`src/rtl/div_unit_radix2.sv`:
```
// Multi-cycle radix-2 restoring divider for MDU DIV/DIVU requests.
// Returns {remainder, quotient}; done is low for DW+1 cycles after each accepted request.
module div_unit_radix2 #(
  parameter  int DW    = 32,
  localparam int CNT_W = $clog2(DW)
) (
  input  logic            clk,
  input  logic            rst,
  input  logic [1:0]      div_op,
  input  logic [DW-1:0]   dividend,
  input  logic [DW-1:0]   divisor,
  output logic [2*DW-1:0] result,
  output logic            done
);

  localparam logic [1:0] S_IDLE = 2'd0;
  localparam logic [1:0] S_CALC = 2'd1;
  localparam logic [1:0] S_FIX  = 2'd2;

  logic [1:0]       state_q;
  logic [CNT_W-1:0] cnt_q;
  logic [DW-1:0]    rem_q;
  logic [DW-1:0]    quo_q;
  logic [DW-1:0]    dvs_q;
  logic [DW-1:0]    dvd_raw_q;
  logic             q_neg_q;
  logic             r_neg_q;
  logic             dz_q;
  logic [2*DW-1:0]  result_q;
  logic             done_q;

  logic            is_signed;
  logic            accept;
  logic [DW-1:0]   a_abs;
  logic [DW-1:0]   b_abs;
  logic [DW:0]     rem_sh;
  logic [DW:0]     trial;
  logic [DW-1:0]   quo_fix;
  logic [DW-1:0]   rem_fix;

  assign is_signed = (div_op == 2'b10);
  assign accept    = (state_q == S_IDLE) && ((div_op == 2'b10) || (div_op == 2'b01));
  assign a_abs     = (is_signed && dividend[DW-1]) ? -dividend : dividend;
  assign b_abs     = (is_signed && divisor[DW-1])  ? -divisor  : divisor;

  // rem stays below the divisor, so the DW+1 bit trial difference never overflows.
  assign rem_sh  = {rem_q, quo_q[DW-1]};
  assign trial   = rem_sh - {1'b0, dvs_q};
  assign quo_fix = q_neg_q ? -quo_q : quo_q;
  assign rem_fix = r_neg_q ? -rem_q : rem_q;

  always_ff @(posedge clk) begin
    if (rst) begin
      state_q   <= S_IDLE;
      cnt_q     <= '0;
      rem_q     <= '0;
      quo_q     <= '0;
      dvs_q     <= '0;
      dvd_raw_q <= '0;
      q_neg_q   <= 1'b0;
      r_neg_q   <= 1'b0;
      dz_q      <= 1'b0;
      result_q  <= '0;
      done_q    <= 1'b1;
    end else begin
      case (state_q)
        S_IDLE: begin
          if (accept) begin
            quo_q     <= a_abs;
            rem_q     <= '0;
            dvs_q     <= b_abs;
            dvd_raw_q <= dividend;
            dz_q      <= (divisor == '0);
            q_neg_q   <= is_signed & (dividend[DW-1] ^ divisor[DW-1]);
            r_neg_q   <= is_signed & dividend[DW-1];
            cnt_q     <= '0;
            done_q    <= 1'b0;
            state_q   <= S_CALC;
          end
        end
        S_CALC: begin
          quo_q <= {quo_q[DW-2:0], ~trial[DW]};
          rem_q <= trial[DW] ? rem_sh[DW-1:0] : trial[DW-1:0];
          cnt_q <= cnt_q + 1'b1;
          if (cnt_q == CNT_W'(DW - 1))
            state_q <= S_FIX;
        end
        S_FIX: begin
          // Divide by zero returns the raw dividend, bypassing the sign fix-up.
          result_q <= dz_q ? {dvd_raw_q, {DW{1'b1}}} : {rem_fix, quo_fix};
          done_q   <= 1'b1;
          state_q  <= S_IDLE;
        end
        default: state_q <= S_IDLE;
      endcase
    end
  end

  assign result = result_q;
  assign done   = done_q;

endmodule
```
`config.mk`:
```
export PLATFORM = sky130hd
export DESIGN_NAME = div_unit_radix2
export DESIGN_NICKNAME = d
export VERILOG_FILES = /design/src/rtl/div_unit_radix2.sv
export SDC_FILE = /design/constraint.sdc
export NUM_CORES = 1
export LEC_CHECK = 0
export ABC_AREA = 1
export BUFFER_PORTS_ARGS = -buffer_cell sky130_fd_sc_hd__buf_4
export CAP_MARGIN = 20
export CELL_PAD_IN_SITES_DETAIL_PLACEMENT = 1
export CELL_PAD_IN_SITES_GLOBAL_PLACEMENT = 1
export CORE_UTILIZATION = 43
export DETAILED_ROUTE_END_ITERATION = 16
export PLACE_DENSITY = 0.83
export RECOVER_POWER = 50
export SETUP_SLACK_MARGIN = 0.15
export SYNTH_ARGS = -nofsm -noshare
export SYNTH_HDL_FRONTEND = slang
export SYNTH_SLANG_ARGS = --single-unit
```
`constraint.sdc`:
```
create_clock -name clk -period 2.88 [get_ports clk]
set_clock_uncertainty 0.1 [all_clocks]
set_input_delay 0.144 -clock clk [delete_from_list [all_inputs] [get_ports clk]]
set_output_delay 0.144 -clock clk [all_outputs]
set_load 0.01 [all_outputs]
```
==> results of run 1 <==
## power breakdown
group          internal [mW]  switching [mW]
clock                   1.98            1.32
combinational           4.42            9.33
sequential              3.18           0.470
total                   9.58            11.1
## stage by stage
stage	util (%)	setup WS (ns)	std cells
2_1_floorplan	-	0.5677	2262
3_3_place_gp	48.24	0.3516	2788
3_5_place_dp	48.24	0.2332	2788
4_1_cts	53.01	0.1812	2902
5_1_grt	52.50	0.09352	2913
6_report	52.51	0.2288	2914
## state kept, by name (all words and copies together), names as in the netlist
signal / count
rem_q: 32
state_q: 2
r_neg_q: 1
cnt_q: 5
q_neg_q: 1
dz_q: 1
result: 64
dvs_q: 32
dvd_raw_q: 32
quo_q: 32
done: 1
## repair_timing
item | 4_1_cts | 5_1_grt
buffers inserted | 0 | 6
setup endpoints to repair | 0 | 34
gates resized for setup | 0 | 7
hold buffers | 68 | 0
endpoints found under the hold margin | 85 | 0
## metal layers
layer / global-route usage [%] / wire [um]
met5: 0 / 42
met4: 12.80 / 2244
met3: 3.685 / 3210
met1: 45.48 / 25870
met2: 59.06 / 27990
## tightest hold or removal path, cell delays in order
cell	delay (ns)
buf_4	0.09
inv_1	0.09
xor2_1	0.23
o21ai_0	0.10
inv_1	0.05
## worst max path at each step
stage | startpoint | to | slack, ns
3_3_place_gp | quo_q[31] | rem_q[29] | 0.35
2_1_floorplan | quo_q[31] | rem_q[11] | 0.57
3_5_place_dp | quo_q[31] | rem_q[0] | 0.23
5_1_grt | quo_q[31] | rem_q[22] | 0.09
6_report | quo_q[31] | rem_q[30] | 0.23
4_1_cts | quo_q[31] | rem_q[29] | 0.18
## layout by cell type, fill, tap and decap left out, types with 21 or more instances in the layout
cell type	instances
a21oi_1	133
o211ai_1	22
clkbuf_16	26
o22ai_1	21
a21oi_2	23
inv_1	343
clkbuf_1	71
xor2_1	52
nand3_1	137
nand3_2	22
a31oi_1	25
nand2_1	569
nand4_1	30
nand2_2	32
o21ai_0	145
ha_1	39
dfxtp_1	202
dlygate4sd3_1	68
nor3_1	29
nor2_1	216
buf_4	101
## kinds of logic (layout without fill, tap and decap cells)
group	after synthesis	after routing	share of synthesized area, %
AO/OA/AOI/OAI	426	426	17.78
XOR/XNOR	71	71	4.391
adder cells (fa/ha/maj)	40	40	3.587
buffers and inverters	444	648	12.18
flip-flops	203	203	28.70
other	0	4	0
AND/OR/NAND/NOR	1078	1080	33.36
## area by class of cell
| cell class | instances | area [um2] |
|---|---|---|
| clock inverters | 11 | 123.9 |
| flip-flops and latches | 203 | 4065 |
| well taps | 442 | 553.0 |
| diodes | 4 | 10.01 |
| clock buffers | 35 | 744.5 |
| multi-input cells | 1617 | 8429 |
| inverters | 358 | 1344 |
| fillers | 4420 | 15410 |
| repair buffers | 244 | 1772 |
==> results.json, run 1 <==
{
  "status": "completed",
  "relSlewSlack_pct": 17.19,
  "synth-async-reset-ratio_pct": 0,
  "finalSetupViolCount": 0,
  "drt-initial-drc-count": 1196,
  "finalPower_mw": 20.71,
  "via_per_inst": 5.645,
  "worst_r2r_startpoint": "quo_q[31]",
  "antenna_found_initial": 5,
  "yosys_register_bits": 203,
  "final_max_slew_viol_count": 0,
  "port_buffers": 132,
  "cp-start-kind": "flop",
  "synth.yosys.seq_area_share_pct": 28.70,
  "synth.largest_area_cell": "dfxtp_1",
  "synth.top_cells.by_count": "nand2_1, inv_1, nor2_1",
  "required_ns": 3.13,
  "hold_end": "dvs_q[14]",
  "wire_per_inst_um": 20.37,
  "hold_viol_final": 0,
  "synth_cells": 2262,
  "grt_pass1_vias": 16460,
  "rows": 66,
  "post-route-min-period_ns": 2.651,
  "drive_above_1_share_pct": 10.74,
  "fmaxAchievable_mhz": 377.2,
  "grt_usage_pct": 34.83,
  "cts_root_buf": "clkbuf_16",
  "synth_top_area_share_pct": 28.70,
  "start_util_pct": 43.64,
  "die_h_um": 183.5,
  "reg2reg_slack_ns": 0.23,
  "detailed_place_hpwl_mm": 42.78,
  "p_per_area_mw_per_mm2": 1215,
  "ir_drop_v": 0.0008237,
  "vias": 16450,
  "holdCritPathClass": "in -> reg",
  "hold_path_depth": 5,
  "yosysWarnings": 0,
  "clk_pin_slew_ns": 0.06,
  "core_area_mm2": 0.03245,
  "area_growth_pct": 20.33,
  "critical_path.endpoint_type": "flop",
  "arrival_ns": 2.91,
  "path_cells": "inv_1, ha_1, fa_2, inv_1, nand2_1, nand2_1, nand3_1, nand2_2, nand2_2, nand2_4, nand2_4, nand3_4, buf_6, nand3_1, nand3_2, a21oi_2",
  "critPathSlowestCell": "fa_2",
  "ff2ff_path_depth": 16,
  "synth_ff_type": "dfxtp_1",
  "grt_max_degree": 72,
  "drc": 0,
  "clk_latency_ns": 0.55,
  "cp_max_fo": 13,
  "syn-num-nets": 2370,
  "die_w_um": 183.5,
  "finalCritPeriodShare_pct": 92.05,
  "globalplace.congestion": 0.9687,
  "cpLargestDelayFamily": "simple AND/OR/NAND/NOR gates",
  "cp.buffers_inverters": 3,
  "worst_pin_slew_ns": 1.242,
  "whs_ns": 0.1016,
  "cpPeakStageDelay_ns": 0.37,
  "yosysMostFrequentCell": "nand2_1",
  "path_class": "reg -> reg",
  "cts_made_buffers": 26,
  "grt_setup_unrepaired": "true",
  "synth_area_leaders": "dfxtp_1, nand2_1, inv_1",
  "tritoncts": "built",
  "firstDrtPassIters": 5,
  "grt_remaining_overflow": 0,
  "finalInstanceArea_mm2": 0.01704,
  "io-pin-count": 133,
  "worst_r2r_endpoint": "rem_q[30]",
  "max_cap_violations": 0,
  "placed_area_mm2": 0.01566,
  "p_leak_nw": 8.163,
  "nNetsFinal": 2558,
  "synth_edf_count": 0,
  "grt_pass1_wl_mm": 92.07,
  "numClockSinks": 203,
  "clk_path_buf_depth": 3,
  "synth_cell_type_count": 52,
  "htreeDepth": 1,
  "min_from": "divisor[14]",
  "crit_cells": 16,
  "synth.avg_cell_area_um2": 6.261,
  "finalWirelength_mm": 59.36,
  "syn-cell-area_mm2": 0.01416,
  "ant_nets": 0,
  "die-area_mm2": 0.03366,
  "setup_tns_ns": 0
}
No activity file was read; power rests on OpenSTA's default activity.
==> inputs of run 2 (changes only) <==
MAX_ROUTING_LAYER = met4   (was default)
==> results.json, run 2 (synthesis gave the netlist of run 1 again) <==
{
  "die_h_um": 183.5,
  "final_max_slew_viol_count": 0,
  "firstDrtPassIters": 5,
  "htreeDepth": 1,
  "reg2reg_slack_ns": 0.27,
  "finalSetupViolCount": 0,
  "final_common_cell": "nand2_1",
  "start_util_pct": 43.64,
  "detailed_place_hpwl_mm": 43.56,
  "wire_per_inst_um": 20.38,
  "grt_remaining_overflow": 0,
  "worst_path_most_repeated_cell": "nand3_1",
  "cp.buffers_inverters": 3,
  "finalWirelength_mm": 59.35,
  "grt_pass1_vias": 16640,
  "ir_drop_v": 0.0007847,
  "worst_pin_slew_ns": 1.435,
  "post-route-min-period_ns": 2.750,
  "clk_pin_slew_ns": 0.06,
  "cp_max_fo": 5,
  "drt-initial-drc-count": 1139,
  "n_fill_cell": 4439,
  "worst_r2r_startpoint": "dvs_q[21]",
  "post-route-util_pct": 52.75,
  "finalInstanceArea_mm2": 0.01712,
  "cts_made_buffers": 24,
  "globalplace.congestion": 0.9759,
  "regArea_mm2": 0.004065,
  "grt_usage_pct": 35.57,
  "cts_root_buf": "clkbuf_16",
  "grt_max_degree": 72,
  "clk_latency_ns": 0.54,
  "drive_above_1_share_pct": 10.86,
  "core_area_mm2": 0.03245,
  "drc": 0,
  "path_class": "in -> reg",
  "io-pin-count": 133,
  "die-area_mm2": 0.03366,
  "path_cells": "dlygate4sd3_1, clkbuf_4, inv_1, nand4_1, nor3_2, nand3_1, o21ai_1, nand3_1, a31oi_1",
  "clk_path_buf_depth": 3,
  "critPathSlowestCell": "a31oi_1",
  "status": "completed",
  "antenna_found_initial": 4,
  "cpLargestDelayFamily": "compound AO/OA/AOI/OAI gates",
  "rows": 66,
  "cp-start-kind": "input port",
  "die_w_um": 183.5,
  "grt_pass1_wl_mm": 91.18,
  "worst_r2r_endpoint": "rem_q[28]",
  "arrival_ns": 2.99,
  "max_cap_violations": 0,
  "crit_cells": 9,
  "critical_path.endpoint_type": "flop",
  "required_ns": 3.12,
  "ant_nets": 0,
  "ff2ff_path_depth": 15,
  "endpoint": "dvs_q[29]",
  "finalCritPeriodShare_pct": 95.48,
  "cpPeakStageDelay_ns": 0.66,
  "via_per_inst": 5.570,
  "port_buffers": 132,
  "vias": 16220,
  "holdCritPathClass": "in -> reg",
  "whs_ns": 0.09015,
  "setup_tns_ns": 0,
  "p_leak_nw": 8.204,
  "area_growth_pct": 20.89,
  "grt_setup_unrepaired": "true",
  "placed_area_mm2": 0.01566,
  "relSlewSlack_pct": 4.338,
  "hold_viol_final": 0,
  "layout_common_cells": "nand2_1, inv_1, nor2_1",
  "fmaxAchievable_mhz": 363.7,
  "p_per_area_mw_per_mm2": 1235,
  "multi_input_area_mm2": 0.008494,
  "numClockSinks": 203,
  "largest_register_ffs": 64,
  "startpoint": "divisor[0]",
  "tritoncts": "built",
  "nNetsFinal": 2560
}
[run 2: changes by cell type in the layout (fill, tap and decap cells not counted), sizes merged]
cell / before / now
diode: 4 / 3
clkbuf: 106 / 100
buf: 105 / 106
nand2: 608 / 611
bufinv: 2 / 5
clkinvlp: 3 / 1
[run 2: power breakdown]
group	internal [mW]	switching (mW)	leakage, nW	total (mW)
clock network	2.07	1.30	0.423	3.37
registers	3.18	0.458	1.66	3.63
logic	4.50	9.63	6.12	14.1
total	9.75	11.4	8.20	21.1
[run 2: worst reg2reg max path: stages (launching register included)]
cell and delay (ns):
dfxtp_1 0.31, inv_1 0.21, ha_1 0.35, nand2_1 0.10, nand2_1 0.08, nand2_1 0.06
nand2_1 0.07, inv_1 0.06, nand2_1 0.10, a21oi_4 0.22, nand3_4 0.23, buf_12 0.22
nand2_4 0.14, nand2_2 0.07, nand3_2 0.06, a21oi_2 0.05
[run 2: metal layers]
layer | GRT usage [%] | up-vias | wire length, um
li1 | - | 7693 | -
met1 | 44.99 | 7831 | 26650
met2 | 58.88 | 542 | 27740
met3 | 2.991 | 153 | 2534
met4 | 13.43 | 0 | 2427
met5 | - | - | 0
[run 2: worst min-delay path by stage]
stage / endpoint / startpoint / cells past startpoint / slack [ns]
after floorplan: dvd_raw_q[5] / dividend[5] / 2 / 0.19
after global placement: dvd_raw_q[13] / dvd_raw_q[13] / 2 / 0.33
after detailed placement: dvd_raw_q[16] / dvd_raw_q[16] / 2 / 0.34
after CTS: dvs_q[14] / divisor[14] / 5 / 0.004
after global routing: dvs_q[29] / divisor[29] / 3 / 0.09
final: dvs_q[14] / divisor[14] / 5 / 0.09
[run 2: cell type report]
cell class	instances	area share [%]
inverter	358	7.849
multi-input combinational	1620	49.62
clock inverter	12	1.184
timing repair buffer	245	10.48
clock buffer	29	3.851
sequential	203	23.74
antenna	3	0.04385
tap	442	3.230
[run 2: through the flow]
step	setup WS, ns	cells	power, mW
4_1_cts	0.1901	2898	20.23
5_1_grt	0.1342	2912	22.66
6_report	0.1301	2912	21.14
3_3_place_gp	0.3124	2789	16.39
3_5_place_dp	0.2066	2789	16.70
2_1_floorplan	0.5677	2262	13.08
[run 2: repair_timing]
action / 4_1_cts / 5_1_grt
setup endpoints to repair: 0 / 32
resized for setup: 0 / 12
buffers inserted: 0 / 6
hold endpoints to repair: 85 / 0
hold buffers: 68 / 0
